<file path="src/rtl/multdiv_unit_if.sv">
// rtl/multdiv_unit_if.sv - request/result bundle between a requester and multdiv_unit
interface multdiv_unit_if;
   logic [31:0] data_operandA;
   logic [31:0] data_operandB;
   logic        ctrl_MULT;
   logic        ctrl_DIV;
   logic [31:0] data_result;
   logic        data_exception;
   logic        data_resultRDY;
   logic        busy;

   modport master (
      output data_operandA, data_operandB, ctrl_MULT, ctrl_DIV,
      input  data_result, data_exception, data_resultRDY, busy
   );

   modport slave (
      input  data_operandA, data_operandB, ctrl_MULT, ctrl_DIV,
      output data_result, data_exception, data_resultRDY, busy
   );
endinterface

</file>
<file path="src/rtl/multdiv_unit.sv">
// rtl/multdiv_unit.sv - 32-bit signed multi-cycle multiply/divide, one bit per cycle
module multdiv_unit (
   input  logic          clock,
   input  logic          reset,
   multdiv_unit_if.slave bus
);
   typedef enum logic [1:0] {S_IDLE, S_MULT, S_DIV, S_DONE} state_t;

   state_t      r_state;
   state_t      w_next_state;
   logic [5:0]  r_count;
   logic [31:0] r_a_mag;
   logic [31:0] r_b_mag;
   logic        r_neg;
   logic        r_div_zero;
   logic        r_div_ovf;
   // multiply: {partial product high, remaining multiplier}; divide: low half shifts dividend out / quotient in
   logic [63:0] r_acc;
   logic [31:0] r_rem;
   logic [31:0] r_result;
   logic        r_exception;
   logic        r_rdy;
   logic        r_busy;

   logic        w_start;
   logic        w_last;
   logic [31:0] w_a_mag;
   logic [31:0] w_b_mag;
   logic [32:0] w_add;
   logic [63:0] w_mul_next;
   logic [63:0] w_prod;
   logic        w_mul_exc;
   logic [32:0] w_shift;
   logic        w_fits;
   logic [31:0] w_diff;
   logic [31:0] w_quo_next;
   logic [31:0] w_quo_signed;

   assign w_start = bus.ctrl_MULT | bus.ctrl_DIV;
   assign w_last  = (r_count == 6'd31);
   assign w_a_mag = bus.data_operandA[31] ? (32'd0 - bus.data_operandA) : bus.data_operandA;
   assign w_b_mag = bus.data_operandB[31] ? (32'd0 - bus.data_operandB) : bus.data_operandB;

   // shift-add step: conditionally add multiplicand to the high half, then shift the pair right
   assign w_add      = {1'b0, r_acc[63:32]} + (r_acc[0] ? {1'b0, r_a_mag} : 33'd0);
   assign w_mul_next = {w_add, r_acc[31:1]};
   assign w_prod     = r_neg ? (64'd0 - w_mul_next) : w_mul_next;
   assign w_mul_exc  = (|w_prod[63:31]) & ~(&w_prod[63:31]);

   // restoring step: the 33-bit partial remainder is the stored remainder shifted left with the next dividend bit
   assign w_shift      = {r_rem, r_acc[31]};
   assign w_fits       = (w_shift >= {1'b0, r_b_mag});
   // when w_fits the true difference is below the divisor, so 32 bits hold it exactly
   assign w_diff       = w_shift[31:0] - r_b_mag;
   assign w_quo_next   = {r_acc[30:0], w_fits};
   assign w_quo_signed = r_neg ? (32'd0 - w_quo_next) : w_quo_next;

   assign bus.data_result    = r_result;
   assign bus.data_exception = r_exception;
   assign bus.data_resultRDY = r_rdy;
   assign bus.busy           = r_busy;

   // state register
   always_ff @(posedge clock) begin
      if (reset) r_state <= S_IDLE;
      else       r_state <= w_next_state;
   end

   // next state: 32 iterations then DONE; a new request restarts from any state, MULT winning ties
   always_comb begin
      w_next_state = r_state;
      case (r_state)
         S_IDLE: w_next_state = S_IDLE;
         S_MULT: if (w_last) w_next_state = S_DONE;
         S_DIV:  if (w_last) w_next_state = S_DONE;
         S_DONE: w_next_state = S_IDLE;
         default: w_next_state = S_IDLE;
      endcase
      if (w_start) w_next_state = bus.ctrl_MULT ? S_MULT : S_DIV;
   end

   // datapath: latch magnitudes on start, iterate, and register the signed result on the last iteration
   always_ff @(posedge clock) begin
      if (reset) begin
         r_count     <= 6'd0;
         r_a_mag     <= 32'd0;
         r_b_mag     <= 32'd0;
         r_neg       <= 1'b0;
         r_div_zero  <= 1'b0;
         r_div_ovf   <= 1'b0;
         r_acc       <= 64'd0;
         r_rem       <= 32'd0;
         r_result    <= 32'd0;
         r_exception <= 1'b0;
         r_rdy       <= 1'b0;
         r_busy      <= 1'b0;
      end else begin
         r_rdy  <= (w_next_state == S_DONE);
         r_busy <= (w_next_state == S_MULT) || (w_next_state == S_DIV);
         if (w_start) begin
            r_count    <= 6'd0;
            r_a_mag    <= w_a_mag;
            r_b_mag    <= w_b_mag;
            r_neg      <= bus.data_operandA[31] ^ bus.data_operandB[31];
            r_div_zero <= (bus.data_operandB == 32'd0);
            r_div_ovf  <= (bus.data_operandA == 32'h8000_0000) && (bus.data_operandB == 32'hFFFF_FFFF);
            r_acc      <= {32'd0, bus.ctrl_MULT ? w_b_mag : w_a_mag};
            r_rem      <= 32'd0;
         end else if (r_state == S_MULT) begin
            r_count <= r_count + 6'd1;
            r_acc   <= w_mul_next;
            if (w_last) begin
               r_result    <= w_prod[31:0];
               r_exception <= w_mul_exc;
            end
         end else if (r_state == S_DIV) begin
            r_count <= r_count + 6'd1;
            r_acc   <= {r_acc[63:32], w_quo_next};
            r_rem   <= w_fits ? w_diff : w_shift[31:0];
            if (w_last) begin
               if (r_div_zero) begin
                  r_result    <= 32'd0;
                  r_exception <= 1'b1;
               end else if (r_div_ovf) begin
                  r_result    <= 32'h8000_0000;
                  r_exception <= 1'b1;
               end else begin
                  r_result    <= w_quo_signed;
                  r_exception <= 1'b0;
               end
            end
         end
      end
   end
endmodule
</file>
<file path="src/flat_wrapper.sv">
// flat-port wrapper written by rule: the top's interface ports become plain ports
module multdiv_unit_flat 
  (clock, reset, bus_data_operandA, bus_data_operandB, bus_ctrl_MULT, bus_ctrl_DIV, bus_data_result, bus_data_exception, bus_data_resultRDY, bus_busy);
  multdiv_unit_if bus_i ();
  input  logic clock;
  input  logic reset;
  input wire logic [$bits(bus_i.data_operandA)-1:0] bus_data_operandA;
  input wire logic [$bits(bus_i.data_operandB)-1:0] bus_data_operandB;
  input wire logic [$bits(bus_i.ctrl_MULT)-1:0] bus_ctrl_MULT;
  input wire logic [$bits(bus_i.ctrl_DIV)-1:0] bus_ctrl_DIV;
  output wire logic [$bits(bus_i.data_result)-1:0] bus_data_result;
  output wire logic [$bits(bus_i.data_exception)-1:0] bus_data_exception;
  output wire logic [$bits(bus_i.data_resultRDY)-1:0] bus_data_resultRDY;
  output wire logic [$bits(bus_i.busy)-1:0] bus_busy;
  assign bus_i.data_operandA = bus_data_operandA;
  assign bus_i.data_operandB = bus_data_operandB;
  assign bus_i.ctrl_MULT = bus_ctrl_MULT;
  assign bus_i.ctrl_DIV = bus_ctrl_DIV;
  assign bus_data_result = bus_i.data_result;
  assign bus_data_exception = bus_i.data_exception;
  assign bus_data_resultRDY = bus_i.data_resultRDY;
  assign bus_busy = bus_i.busy;
  multdiv_unit u_core (.clock(clock), .reset(reset), .bus(bus_i));
endmodule
</file>
<file path="config.mk">
export PLATFORM = sky130hd
export DESIGN_NAME = multdiv_unit_flat
export DESIGN_NICKNAME = d
export VERILOG_FILES = /design/src/rtl/multdiv_unit_if.sv /design/src/rtl/multdiv_unit.sv /design/src/flat_wrapper.sv
export SDC_FILE = /design/constraint.sdc
export NUM_CORES = 1
export LEC_CHECK = 0
export CAP_MARGIN = 20
export CORE_ASPECT_RATIO = 0.8
export CORE_UTILIZATION = 50
export DETAILED_ROUTE_END_ITERATION = 10
export GPL_TIMING_DRIVEN = 0
export PLACE_DENSITY = 0.69
export SYNTH_ARGS = -nofsm -noshare
export SYNTH_HDL_FRONTEND = slang
export SYNTH_SLANG_ARGS = --single-unit
</file>
<file path="constraint.sdc">
create_clock -name clock -period 6.4 [get_ports clock]
set_input_delay 1.28 -clock clock [delete_from_list [all_inputs] [get_ports clock]]
set_output_delay 1.28 -clock clock [all_outputs]
set_load 0.01 [all_outputs]
</file>
* Word-level counts from Yosys, hierarchy flattened
Index checks and enable logic that the tools add are counted.
** Cells by class
- Add/sub/neg operators :: 7
- Magnitude comparators :: 1
- Eq/ne operators :: 9
- Mux-type cells :: 28
- Bitwise operators :: 6
- Reduce and logical (&&, ||, !) cells :: 13
** Operator list (count)
- two-way mux 32 bit :: 14
- two-way mux 64 bit :: 2
- subtractor 1 x 32 -> 32 bit, first input constant :: 3
- == test 32 bit, second input constant :: 2
- subtractor 1 x 64 -> 64 bit, first input constant :: 1
- adder 32 x 33 -> 33 bit :: 1
- greater-or-equal comparator 33 x 32 -> 1 bit :: 1
- AND reduction 33 bit :: 1
- OR reduction 33 bit :: 1
- zero test 32 bit :: 1
- subtractor 32 bit :: 1
- two-way mux 6 bit :: 2
- == test 2 bit, second input constant :: 4
- adder 6 x 1 -> 6 bit, second input constant :: 1
- == test 6 x 5 -> 1 bit, second input constant :: 1
- two-way mux 1 bit :: 6
- two-way mux 2 bit :: 3
- OR reduction 2 bit :: 3
- == test 2 x 1 -> 1 bit, second input constant :: 2
- one-hot mux 2 bit (2 select lines) :: 1
- inverter 1 bit :: 3
- AND reduction 3 bit :: 1
- nonzero test 3 bit :: 1
- zero test 2 bit :: 1
- 7 further kinds :: 7
** Word-level totals
- Flip-flop bits (word level) :: 206
- Output and inout port bits :: 35

* Logic depth before layout (Yosys ltp)
Gate-level depths: netlist of the first run.
- Depth after elaboration :: 9
- Mapped depth :: 22

* Worst setup path after synthesis of the first run
Ideal clock, no wire load.
- Path kind :: register to register
- Start point :: reg u_core.r_acc[0]
- End point :: reg u_core.r_exception (netlist: u_core.bus.data_exception)
- Setup time :: 0.129 ns
- Arrival :: 4.889 ns
- Data required time :: 6.271 ns
- Path slack :: 1.383 ns
- Cell stages (with the launch flop) :: 19
- Path buffers :: 4
- Period minus slack after synthesis :: 5.017 ns
- Cell sequence :: dfxtp_1 clkbuf_1 clkbuf_1 and2_1 ha_1 clkbuf_1 a21oi_1 o21ai_0 o21ba_2 a211oi_1 or4b_1 buf_2 or3_1 nor4bb_1 mux2i_1 nand2_1 or4_1 o311ai_0 nand2_1
** On the way
- Longest elaborated chain between the ends :: 9
** RTL lines
- start, declared :: RTL line multdiv_unit.sv:18 : logic [63:0] r_acc;
- start signal, assigned :: RTL line multdiv_unit.sv:107 : r_acc <= {32'd0, bus.ctrl_MULT ? w_b_mag : w_a_mag};
- start signal, assigned :: RTL line multdiv_unit.sv:111 : r_acc <= w_mul_next;
- start signal, assigned :: RTL line multdiv_unit.sv:118 : r_acc <= {r_acc[63:32], w_quo_next};
- two-way mux 32 bit * :: RTL line multdiv_unit.sv:45 : assign w_add = {1'b0, r_acc[63:32]} + (r_acc[0] ? {1'b0, r_a_mag} : 33'd0);
- adder 32 x 33 -> 33 bit * :: RTL line multdiv_unit.sv:45
- subtractor 1 x 64 -> 64 bit :: RTL line multdiv_unit.sv:47 : assign w_prod = r_neg ? (64'd0 - w_mul_next) : w_mul_next;
- two-way mux 64 bit * :: RTL line multdiv_unit.sv:47
- AND reduction 33 bit :: RTL line multdiv_unit.sv:48 : assign w_mul_exc = (|w_prod[63:31]) & ~(&w_prod[63:31]);
- inverter 1 bit :: RTL line multdiv_unit.sv:48
- bitwise AND 1 bit * :: RTL line multdiv_unit.sv:48
- two-way mux 1 bit * :: RTL line multdiv_unit.sv:112 : if (w_last) begin
- two-way mux 1 bit * :: RTL line multdiv_unit.sv:109 : end else if (r_state == S_MULT) begin
- end signal, assigned :: RTL line multdiv_unit.sv:114 : r_exception <= w_mul_exc;
- end, declared :: RTL line multdiv_unit.sv:21 : logic r_exception;
Every way passes the cells marked *; elsewhere a longest branch is shown, timed or not. The select of a mux whose other input is x is not followed.
A chain may end at the register's enable or synchronous reset.

* Worst setup path after layout of the first run
Ends and elaborated chain as after synthesis.

==> flow_summary.toml, run 1 <==
[worst_setup_path]
ff2ff_path_depth = 19
critPathMaxStageDelay_ps = 560
critical_path.endpoint_type = "register"
worstReg2RegEnd = "u_core.bus.data_exception"
path_cells = "clkbuf_2 > clkbuf_1 > and2_1 > ha_1 > fa_1 > a21oi_1 > o22ai_1 > a211oi_4 > xnor2_1 > or4b_1 > buf_2 > or3_1 > clkbuf_1 > o41ai_2 > xor2_1 > and4_1 > nand4_1 > o311ai_0 > nand2_1"
timing.critical_path.max_delay_family = "compound AO/OA/AOI/OAI gates"
timing.critical_path.from = "u_core.r_acc[0]"
timing.critical_path.fanout_max = 10
timing.reg2reg.setup_slack_ps = 160
timing.critical_path.arrival_ps = 6650
worstSetupStartpointType = "register"
worst-setup-path-type = "reg2reg"
critical-path-slowest-cell = "sky130_fd_sc_hd__or4b_1"
required_ps = 6810
regToRegStartpoint = "u_core.r_acc[0]"
cp_num_cells = 19
crit_buf_inv = 4
worst_setup_path_endpoint = "u_core.bus.data_exception"
crit_top_cell = "sky130_fd_sc_hd__clkbuf_1"

[global_route]
globalRouteOverflowTotal = 0
largest_net_degree_at_the_start_of_global_routing = 13
via_count_of_the_first_global_routing_pass = 16000
global_route_wire_length_before_repair_um = 96400
antenna_violations_before_repair = 1
grt.total_usage = 0.380

[clock_network]
clock_insertion_delay_worst_skew_ps = 560
clock-root-buffer = "sky130_fd_sc_hd__clkbuf_16"
worst_setup_hold_path_clk_slew_ps = 60
clock_tree_from_tritoncts = "built"
htree_num_levels = 1
cts_sinks = 206
cts-buffers-inserted = 24
cts_hold_buf = 0
max-clock-path-buffers = 3

[outcome]
outcome = "complete, no violations"

[timing]
fmax_mhz = 160
min_period_over_period = 0.975
relSlewSlack = 0.320
finalWorstPathRequiredPeriod_ps = 6240
fin_tns_setup_ps = 0
setup_viol_count_final = 0
hold_violations = 0
slew_viol_final = 0
worstMarginPinSlew_ps = 1020
clock_skew_ps = 19.5

[floorplan]
design.portCount = 103
std_cell_rows = 58
start_util = 0.513
area_of_the_die_um2 = 33300
chipWidth_um = 204
chipHeight_um = 163
placeableCoreArea_um2 = 31700

[synthesis]
synth_most_common_cell = "sky130_fd_sc_hd__nand2_1"
number_of_synthesized_flops_with_an_enable_pin = 0
synth_warnings = 0
synthTopCellsByCount = "sky130_fd_sc_hd__nand2_1 (236), sky130_fd_sc_hd__dfxtp_1 (206), sky130_fd_sc_hd__nor2_1 (186)"
synth_top_area_share = 0.254
ys_seq_area_frac = 0.254
synth.top_cells.by_area = "sky130_fd_sc_hd__dfxtp_1 (25%), sky130_fd_sc_hd__ha_1 (5.6%), sky130_fd_sc_hd__nand2_1 (5.4%), sky130_fd_sc_hd__o21ai_0 (5.0%), sky130_fd_sc_hd__xnor2_1 (4.6%)"
ys_seq_elements = 206
post_synth_num_cell_types = 92
synthCells = 2158
synth_flop_cell = "sky130_fd_sc_hd__dfxtp_1"
post_synth_instance_area_um2 = 16300
cell_type_with_the_highest_aggregate_area_in_the_netlist = "sky130_fd_sc_hd__dfxtp_1"
syn_nets = 2301
ys_async_sr_fraction = 0
postSynthAreaPerCell_um2 = 7.54

[placement]
dp_hpwl_um = 49800
port_buffers = 99
finalWeightedCongestion = 1.04

[route]
drt_iter0_drc = 2104
drtAntennaViolNets = 0
dr_total_vias = 17600
route.detailed.vias_per_inst = 6.47
wl_per_cell_um = 23.6
dr.pass1.iters = 5
detail_route.wirelength_um = 64300
post-route-drc-count = 0

[run]
drv_cap = 0

[power_and_ir_drop]
static-leakage-power_nw = 6.94
p_per_area_nw_per_um2 = 206
peakVddDrop_uv = 185

[finish]
diodes = 0
flow.area_growth_from_synthesis_pct = 15.1
fin_nets = 2434
finish.utilization = 0.591
fillerInstances = 3030
layout.area.seq_um2 = 4120
drive_gt1_frac = 0.0459
footprint_of_the_multi_input_gates_um2 = 11300

[hold_path]
holdCritPathClass = "reg2reg"
worst min-delay path by stage:
| stage | slack [ps] | end | depth (start not counted) | start |
|---|---|---|---|---|
| finish | 450 | u_core.r_a_mag[12] | 2 | u_core.r_a_mag[12] |
| detailed placement | 440 | u_core.r_a_mag[27] | 2 | u_core.r_a_mag[27] |
| global placement | 430 | u_core.r_a_mag[23] | 2 | u_core.r_a_mag[23] |
| global route | 480 | u_core.r_a_mag[28] | 2 | u_core.r_a_mag[28] |
| CTS | 450 | u_core.r_a_mag[12] | 2 | u_core.r_a_mag[12] |
| floorplan | 420 | u_core.r_a_mag[31] | 2 | u_core.r_a_mag[31] |
cell usage in the layout (no fill, tap or decap), types with 19 or more instances in the layout:
cell type / netlist / final
sky130_fd_sc_hd__a211oi_1: 31 / 30
sky130_fd_sc_hd__a21o_1: 38 / 38
sky130_fd_sc_hd__a21oi_1: 112 / 112
sky130_fd_sc_hd__a221oi_1: 22 / 22
sky130_fd_sc_hd__a311oi_1: 20 / 20
sky130_fd_sc_hd__a31oi_1: 20 / 20
sky130_fd_sc_hd__and2_1: 54 / 54
sky130_fd_sc_hd__clkbuf_1: 129 / 131
sky130_fd_sc_hd__clkbuf_16: 0 / 25
sky130_fd_sc_hd__clkdlybuf4s50_1: 0 / 99
sky130_fd_sc_hd__dfxtp_1: 206 / 206
sky130_fd_sc_hd__ha_1: 73 / 73
sky130_fd_sc_hd__inv_1: 67 / 67
sky130_fd_sc_hd__mux2i_1: 62 / 62
sky130_fd_sc_hd__nand2_1: 236 / 236
sky130_fd_sc_hd__nand2b_1: 20 / 20
sky130_fd_sc_hd__nand3_1: 45 / 45
sky130_fd_sc_hd__nand4_1: 24 / 24
sky130_fd_sc_hd__nor2_1: 186 / 186
sky130_fd_sc_hd__nor3_1: 57 / 57
sky130_fd_sc_hd__o21a_1: 19 / 19
sky130_fd_sc_hd__o21ai_0: 161 / 160
sky130_fd_sc_hd__o221ai_1: 27 / 27
sky130_fd_sc_hd__o22ai_1: 35 / 35
sky130_fd_sc_hd__o31ai_1: 42 / 42
sky130_fd_sc_hd__or3_1: 25 / 25
sky130_fd_sc_hd__or4_1: 20 / 20
sky130_fd_sc_hd__xnor2_1: 85 / 85
sky130_fd_sc_hd__xor2_1: 83 / 83
metal layers:
metal	GRT usage	wire length, µm
met1	0.554	28600
met2	0.532	25500
met3	0.0990	7860
met4	0.132	2300
met5	0	0
flip-flops by register name (all words and copies together), names as in the netlist, 2 cells and up:
register,count
u_core.r_state,2
u_core.r_b_mag,32
u_core.r_acc,64
u_core.r_rem,32
u_core.bus.data_result,32
u_core.r_a_mag,32
u_core.r_count,6
final cells by class:
class / count / share of cell area
multi-input cells: 1727 / 0.603
well taps: 420 / 0.0281
clock buffers: 33 / 0.0371
flip-flops and latches: 206 / 0.220
clock inverters: 9 / 0.00922
repair buffers: 107 / 0.0557
plain buffers: 156 / 0.0328
inverters: 69 / 0.0138
metrics by stage:
stage / power [mW] / setup slack (ps) / hold WS (ps) / cells / area (µm²)
finish: 3.86 / 158 / 448 / 2727 / 18700
global placement: 2.26 / -197 / 431 / 2677 / 17800
CTS: 3.82 / 165 / 450 / 2723 / 18700
detailed placement: 2.27 / -243 / 437 / 2681 / 17800
global route: 3.97 / -34.5 / 479 / 2727 / 18700
floorplan: 1.95 / 1380 / 417 / 2158 / 16300
power breakdown:
part           switching [mW]  leakage (nW)  internal [mW]
clock                   0.613         0.424          0.957
combinational           0.607          4.83          0.315
sequential             0.0262          1.68           1.34
total                    1.25          6.94           2.61
logic make-up after synthesis:
family,Yosys count,synth area share
AND/OR/NAND/NOR,770,0.232
AO/OA/AOI/OAI,644,0.268
buffers and inverters,225,0.0535
flip-flops,206,0.254
XOR/XNOR,168,0.0905
adder cells (fa/ha/maj),75,0.0586
multiplexers,70,0.0437
worst reg2reg max path, stage by stage (launching register included):
cell and delay (ps):
sky130_fd_sc_hd__dfxtp_1 390, sky130_fd_sc_hd__clkbuf_2 300, sky130_fd_sc_hd__clkbuf_1 280, sky130_fd_sc_hd__and2_1 200, sky130_fd_sc_hd__ha_1 230, sky130_fd_sc_hd__fa_1 440, sky130_fd_sc_hd__a21oi_1 240, sky130_fd_sc_hd__o22ai_1 260
sky130_fd_sc_hd__a211oi_4 500, sky130_fd_sc_hd__xnor2_1 270, sky130_fd_sc_hd__or4b_1 560, sky130_fd_sc_hd__buf_2 200, sky130_fd_sc_hd__or3_1 390, sky130_fd_sc_hd__clkbuf_1 270, sky130_fd_sc_hd__o41ai_2 370, sky130_fd_sc_hd__xor2_1 310
sky130_fd_sc_hd__and4_1 250, sky130_fd_sc_hd__nand4_1 130, sky130_fd_sc_hd__o311ai_0 410, sky130_fd_sc_hd__nand2_1 140
repair_timing:
item | in CTS | in global routing
buffers inserted | 0 | 3
resized for setup | 3 | 5
endpoints found under the setup margin | 1 | 1
pin swaps | 1 | 2
Power figures use the tool's default switching activity.
==> inputs of run 2 (changes only) <==
--- a/config.mk
+++ b/config.mk
@@ -8,6 +8,7 @@
 export CAP_MARGIN = 20
 export CORE_ASPECT_RATIO = 0.8
 export CORE_UTILIZATION = 50
+export CTS_BUF_LIST = sky130_fd_sc_hd__clkbuf_16
 export DETAILED_ROUTE_END_ITERATION = 10
 export GPL_TIMING_DRIVEN = 0
 export PLACE_DENSITY = 0.69
==> flow_summary.toml, run 2 (same netlist as run 1, synthesis figures left out) <==
[outcome]
outcome = "complete, no violations"

[placement]
dp_hpwl_um = 49800
numPlacedInstances = 2681
preCtsSetupSlack_ps = -243
port_buffers = 99
finalWeightedCongestion = 1.04

[worst_setup_path]
required_ps = 6810
critical-path-slowest-cell = "sky130_fd_sc_hd__or4b_1"
regToRegStartpoint = "u_core.r_acc[0]"
timing.critical_path.fanout_max = 10
timing.critical_path.from = "u_core.r_acc[0]"
critPathMaxStageDelay_ps = 560
worstSetupStartpointType = "register"
path_cells = "clkbuf_2 > clkbuf_1 > and2_1 > ha_1 > fa_1 > a21oi_1 > o22ai_1 > a211oi_4 > xnor2_1 > or4b_1 > buf_2 > or3_1 > clkbuf_1 > o41ai_2 > xor2_1 > and4_1 > nand4_1 > o311ai_0 > nand2_1"
worst-setup-path-type = "reg2reg"
critical_path.endpoint_type = "register"
timing.critical_path.arrival_ps = 6650
crit_top_cell = "sky130_fd_sc_hd__clkbuf_1"

[finish]
flow.area_growth_from_synthesis_pct = 14.9
mostFrequentLayoutCell = "sky130_fd_sc_hd__nand2_1"
layout_common_cells = "sky130_fd_sc_hd__nand2_1 (236), sky130_fd_sc_hd__dfxtp_1 (206), sky130_fd_sc_hd__nor2_1 (186), sky130_fd_sc_hd__o21ai_0 (160), sky130_fd_sc_hd__clkbuf_1 (127)"
diodes = 0
drive_gt1_frac = 0.0442
largest_register_ff_count = 64
instances_no_fill = 2727
largest-register = "u_core.r_acc"
fin_nets = 2434

[timing]
clock_skew_ps = 22.5
setup_ws_ps = 160
worstMarginPinSlew_ps = 1030
fmax_mhz = 160
hold_violations = 0
timing.hold.ws_ps = 450
relSlewSlack = 0.314
fin_tns_setup_ps = 0
slew_viol_final = 0
min_period_over_period = 0.975
setup_viol_count_final = 0
finalWorstPathRequiredPeriod_ps = 6240

[route]
wl_per_cell_um = 23.6
dr.pass1.iters = 5
drtAntennaViolNets = 0
dr_total_vias = 17700
route.detailed.vias_per_inst = 6.49
detail_route.wirelength_um = 64300
drt_iter0_drc = 2133
post-route-drc-count = 0

[global_route]
antenna_violations_before_repair = 1
grt-busiest-layer = "met1"
groute.layer.met3.usage = 0.101
globalRouteOverflowTotal = 0
via_count_of_the_first_global_routing_pass = 16000
largest_net_degree_at_the_start_of_global_routing = 13
global_route_wire_length_before_repair_um = 96500
global_route.usage.met2 = 0.531
globalRouteMet1Util = 0.552
grt.total_usage = 0.380

[hold_path]
holdCritPathClass = "reg2reg"
min_from = "u_core.r_a_mag[12]"

[clock_network]
clock-root-buffer = "sky130_fd_sc_hd__clkbuf_16"
cts_sinks = 206
htree_num_levels = 1
clock_insertion_delay_worst_skew_ps = 560
max-clock-path-buffers = 3
cts-buffers-inserted = 24
clock_tree_from_tritoncts = "built"
cts_hold_buf = 0
worst_setup_hold_path_clk_slew_ps = 60

[floorplan]
std_cell_rows = 58
area_of_the_die_um2 = 33300
design.portCount = 103
start_util = 0.513
chipWidth_um = 204
chipHeight_um = 163
placeableCoreArea_um2 = 31700

[run]
drv_cap = 0

[power_and_ir_drop]
peakVddDrop_uv = 184
p_per_area_nw_per_um2 = 203
static-leakage-power_nw = 6.93
totalPowerFinal_mw = 3.80
## run 2: cell count changes in the layout (fill, tap and decap cells not counted)
cell                       change
sky130_fd_sc_hd__clkbuf_1      -4
sky130_fd_sc_hd__clkinv_1      +4
sky130_fd_sc_hd__inv_1         +4
sky130_fd_sc_hd__clkbuf_8      -4
## run 2: timing repair
action | 4_1_cts | 5_1_grt
cloned | 0 | 0
setup buffers | 0 | 3
setup endpoints to repair | 1 | 1
gates resized for setup | 3 | 5
pin swaps | 1 | 2
## run 2: power breakdown
group	switching (mW)	leakage [nW]	internal, mW
combinational	0.608	4.83	0.315
sequential	0.0264	1.68	1.34
clock	0.611	0.418	0.902
## run 2: metrics by stage
step	util	cell area, µm²
floorplan	-	16300
global placement	0.561	17800
detailed placement	0.562	17800
CTS	0.588	18600
global route	0.589	18700
finish	0.589	18700
## run 2: cell type report
class	instances	area (µm²)
Sequential cell	206	4120
Tap cell	420	526
Fill cell	3034	13000
Clock buffer	25	626
Timing Repair Buffer	107	1040
Clock inverter	17	203
Buffer	156	614
Inverter	69	259
Multi-Input combinational cell	1727	11300
## run 2: routing by layer
layer	routed length (µm)	share of wire
met2	25300	0.39
met5	0	0
met4	2440	0.038
met3	8100	0.13
met1	28500	0.44
## run 2: worst max-delay path, delay by kind of cell (launching register included)
family	cells	cell delay, ps
XOR/XNOR	2	580
buffers and inverters	4	1040
flip-flops	1	390
AO/OA/AOI/OAI	5	1780
adder cells (fa/ha/maj)	2	660
AND/OR/NAND/NOR	6	1660
## run 2: worst paths after layout
kind                                     to  slack, ps  depth (start not counted)
hold / removal           u_core.r_a_mag[12]        450                          2
hold reg to reg          u_core.r_a_mag[12]        450                          2
setup / recovery  u_core.bus.data_exception        160                         19
setup reg to reg  u_core.bus.data_exception        160                         19
==> inputs of run 3 (changes only) <==
--- a/config.mk
+++ b/config.mk
@@ -10,8 +10,8 @@
 export CORE_UTILIZATION = 50
 export CTS_BUF_LIST = sky130_fd_sc_hd__clkbuf_16
 export DETAILED_ROUTE_END_ITERATION = 10
+export DONT_BUFFER_PORTS = 1
 export GPL_TIMING_DRIVEN = 0
-export PLACE_DENSITY = 0.69
 export SYNTH_ARGS = -nofsm -noshare
 export SYNTH_HDL_FRONTEND = slang
 export SYNTH_SLANG_ARGS = --single-unit
==> flow_summary.toml, run 3 (same netlist as run 1, synthesis figures left out) <==
[route]
drt_iter0_drc = 1967
dr.pass1.iters = 8
wl_per_cell_um = 24.6
post-route-drc-count = 0
route.detailed.vias_per_inst = 6.58
drtAntennaViolNets = 0
detail_route.wirelength_um = 64600
dr_total_vias = 17300

[worst_setup_path]
timing.critical_path.arrival_ps = 6560
critical_path.endpoint_type = "register"
worstSetupStartpointType = "register"
critical-path-slowest-cell = "sky130_fd_sc_hd__or4b_2"
crit_buf_inv = 5
required_ps = 6820
timing.critical_path.fanout_max = 10
crit_top_cell = "sky130_fd_sc_hd__clkbuf_1"
path_cells = "clkbuf_2 > clkbuf_1 > and2_1 > ha_1 > clkbuf_1 > nand4_1 > o22ai_1 > a211oi_4 > buf_12 > or4b_2 > o311a_1 > or3_1 > clkbuf_1 > o41ai_2 > xor2_1 > and4_1 > nand4_1 > o311ai_0 > nand2_1"
worst-setup-path-type = "reg2reg"
critPathMaxStageDelay_ps = 640
timing.critical_path.max_delay_family = "simple AND/OR/NAND/NOR gates"

[floorplan]
chipWidth_um = 204
placeableCoreArea_um2 = 31700
std_cell_rows = 58
chipHeight_um = 163
area_of_the_die_um2 = 33300
design.portCount = 103
start_util = 0.513

[timing]
slew_viol_final = 0
fmax_mhz = 163
worstMarginPinSlew_ps = 1200
clock_skew_ps = 16.4
fin_tns_setup_ps = 0
grt_setup_unrepaired = "no"
relSlewSlack = 0.193
hold_violations = 0
min_period_over_period = 0.959
setup_viol_count_final = 0
finalWorstPathRequiredPeriod_ps = 6140

[finish]
largest-register = "u_core.r_acc"
layout_common_cells = "sky130_fd_sc_hd__nand2_1 (236), sky130_fd_sc_hd__dfxtp_1 (206), sky130_fd_sc_hd__nor2_1 (186), sky130_fd_sc_hd__o21ai_0 (160), sky130_fd_sc_hd__clkbuf_1 (127)"
mostFrequentLayoutCell = "sky130_fd_sc_hd__nand2_1"
finish.utilization = 0.560
diodes = 0
fin_nets = 2335
fillerInstances = 3130
instances_no_fill = 2631
final_cell_area_um2 = 17700
largest_register_ff_count = 64
footprint_of_the_multi_input_gates_um2 = 11300
flow.area_growth_from_synthesis_pct = 9.11
layout.area.seq_um2 = 4120
drive_gt1_frac = 0.0488

[clock_network]
clock-root-buffer = "sky130_fd_sc_hd__clkbuf_16"
clock_insertion_delay_worst_skew_ps = 560
worst_setup_hold_path_clk_slew_ps = 60
max-clock-path-buffers = 3
cts-buffers-inserted = 26
clock_tree_from_tritoncts = "built"
cts_sinks = 206
cts_hold_buf = 0
htree_num_levels = 1

[placement]
dp_hpwl_um = 50600
finalWeightedCongestion = 1.01
dpl_cell_area_um2 = 16800
numPlacedInstances = 2580
port_buffers = 0

[hold_path]
holdCritPathClass = "reg2reg"

[run]
drv_cap = 0

[power_and_ir_drop]
peakVddDrop_uv = 215
totalPowerFinal_mw = 3.71
static-leakage-power_nw = 6.60
p_per_area_nw_per_um2 = 209

[global_route]
globalRouteOverflowTotal = 0
grt.total_usage = 0.377
largest_net_degree_at_the_start_of_global_routing = 14
antenna_violations_before_repair = 0
via_count_of_the_first_global_routing_pass = 15600
global_route_wire_length_before_repair_um = 95100

[outcome]
outcome = "complete, no violations"
-- run 3: timing repair --
action                                  4_1_cts  5_1_grt
endpoints found under the setup margin        1        2
cloned                                        0        0
setup buffers                                 0        4
pin swaps                                     0        2
gates resized for setup                       4        6
-- run 3: worst paths after layout --
kind / from / endpoint / slack, ps / depth (start not counted)
max reg2reg: u_core.r_acc[0] / u_core.bus.data_exception / 260 / 19
min reg2reg: u_core.r_a_mag[6] / u_core.r_a_mag[6] / 450 / 2
min: u_core.r_a_mag[6] / u_core.r_a_mag[6] / 450 / 2
max: u_core.r_acc[0] / u_core.bus.data_exception / 260 / 19
-- run 3: final cells by class --
| class | count | area share |
|---|---|---|
| multi-input cells | 1727 | 0.638 |
| repair buffers | 7 | 0.00367 |
| flip-flops and latches | 206 | 0.232 |
| well taps | 420 | 0.0296 |
| plain buffers | 155 | 0.0343 |
| inverters | 69 | 0.0146 |
| clock buffers | 26 | 0.0367 |
| clock inverters | 21 | 0.0109 |
-- run 3: routing by layer --
metal	vias up	global-route usage	wire length (µm)
met4	0	0.118	2110
li1	7964	-	-
met3	120	0.0912	6920
met1	8300	0.542	29100
met2	920	0.549	26500
met5	-	0	0
-- run 3: tightest hold or removal path: stages, from the launching register on --
cell and delay [ps]:
sky130_fd_sc_hd__dfxtp_1 320, sky130_fd_sc_hd__nand2_1 40, sky130_fd_sc_hd__o21ai_0 50
-- run 3: report_power, final --
| group | total, mW | internal [mW] | leakage (nW) | switching (mW) |
|---|---|---|---|---|
| Sequential | 1.37 | 1.34 | 1.68 | 0.0275 |
| Clock | 1.48 | 0.861 | 0.436 | 0.622 |
| Combinational | 0.857 | 0.280 | 4.49 | 0.577 |
-- run 3: through the flow --
step	hold WS (ps)	setup WS, ps
6_report	449	261
5_1_grt	469	8.05
4_1_cts	452	200
3_5_place_dp	439	-180
3_3_place_gp	431	-189
2_1_floorplan	417	1380
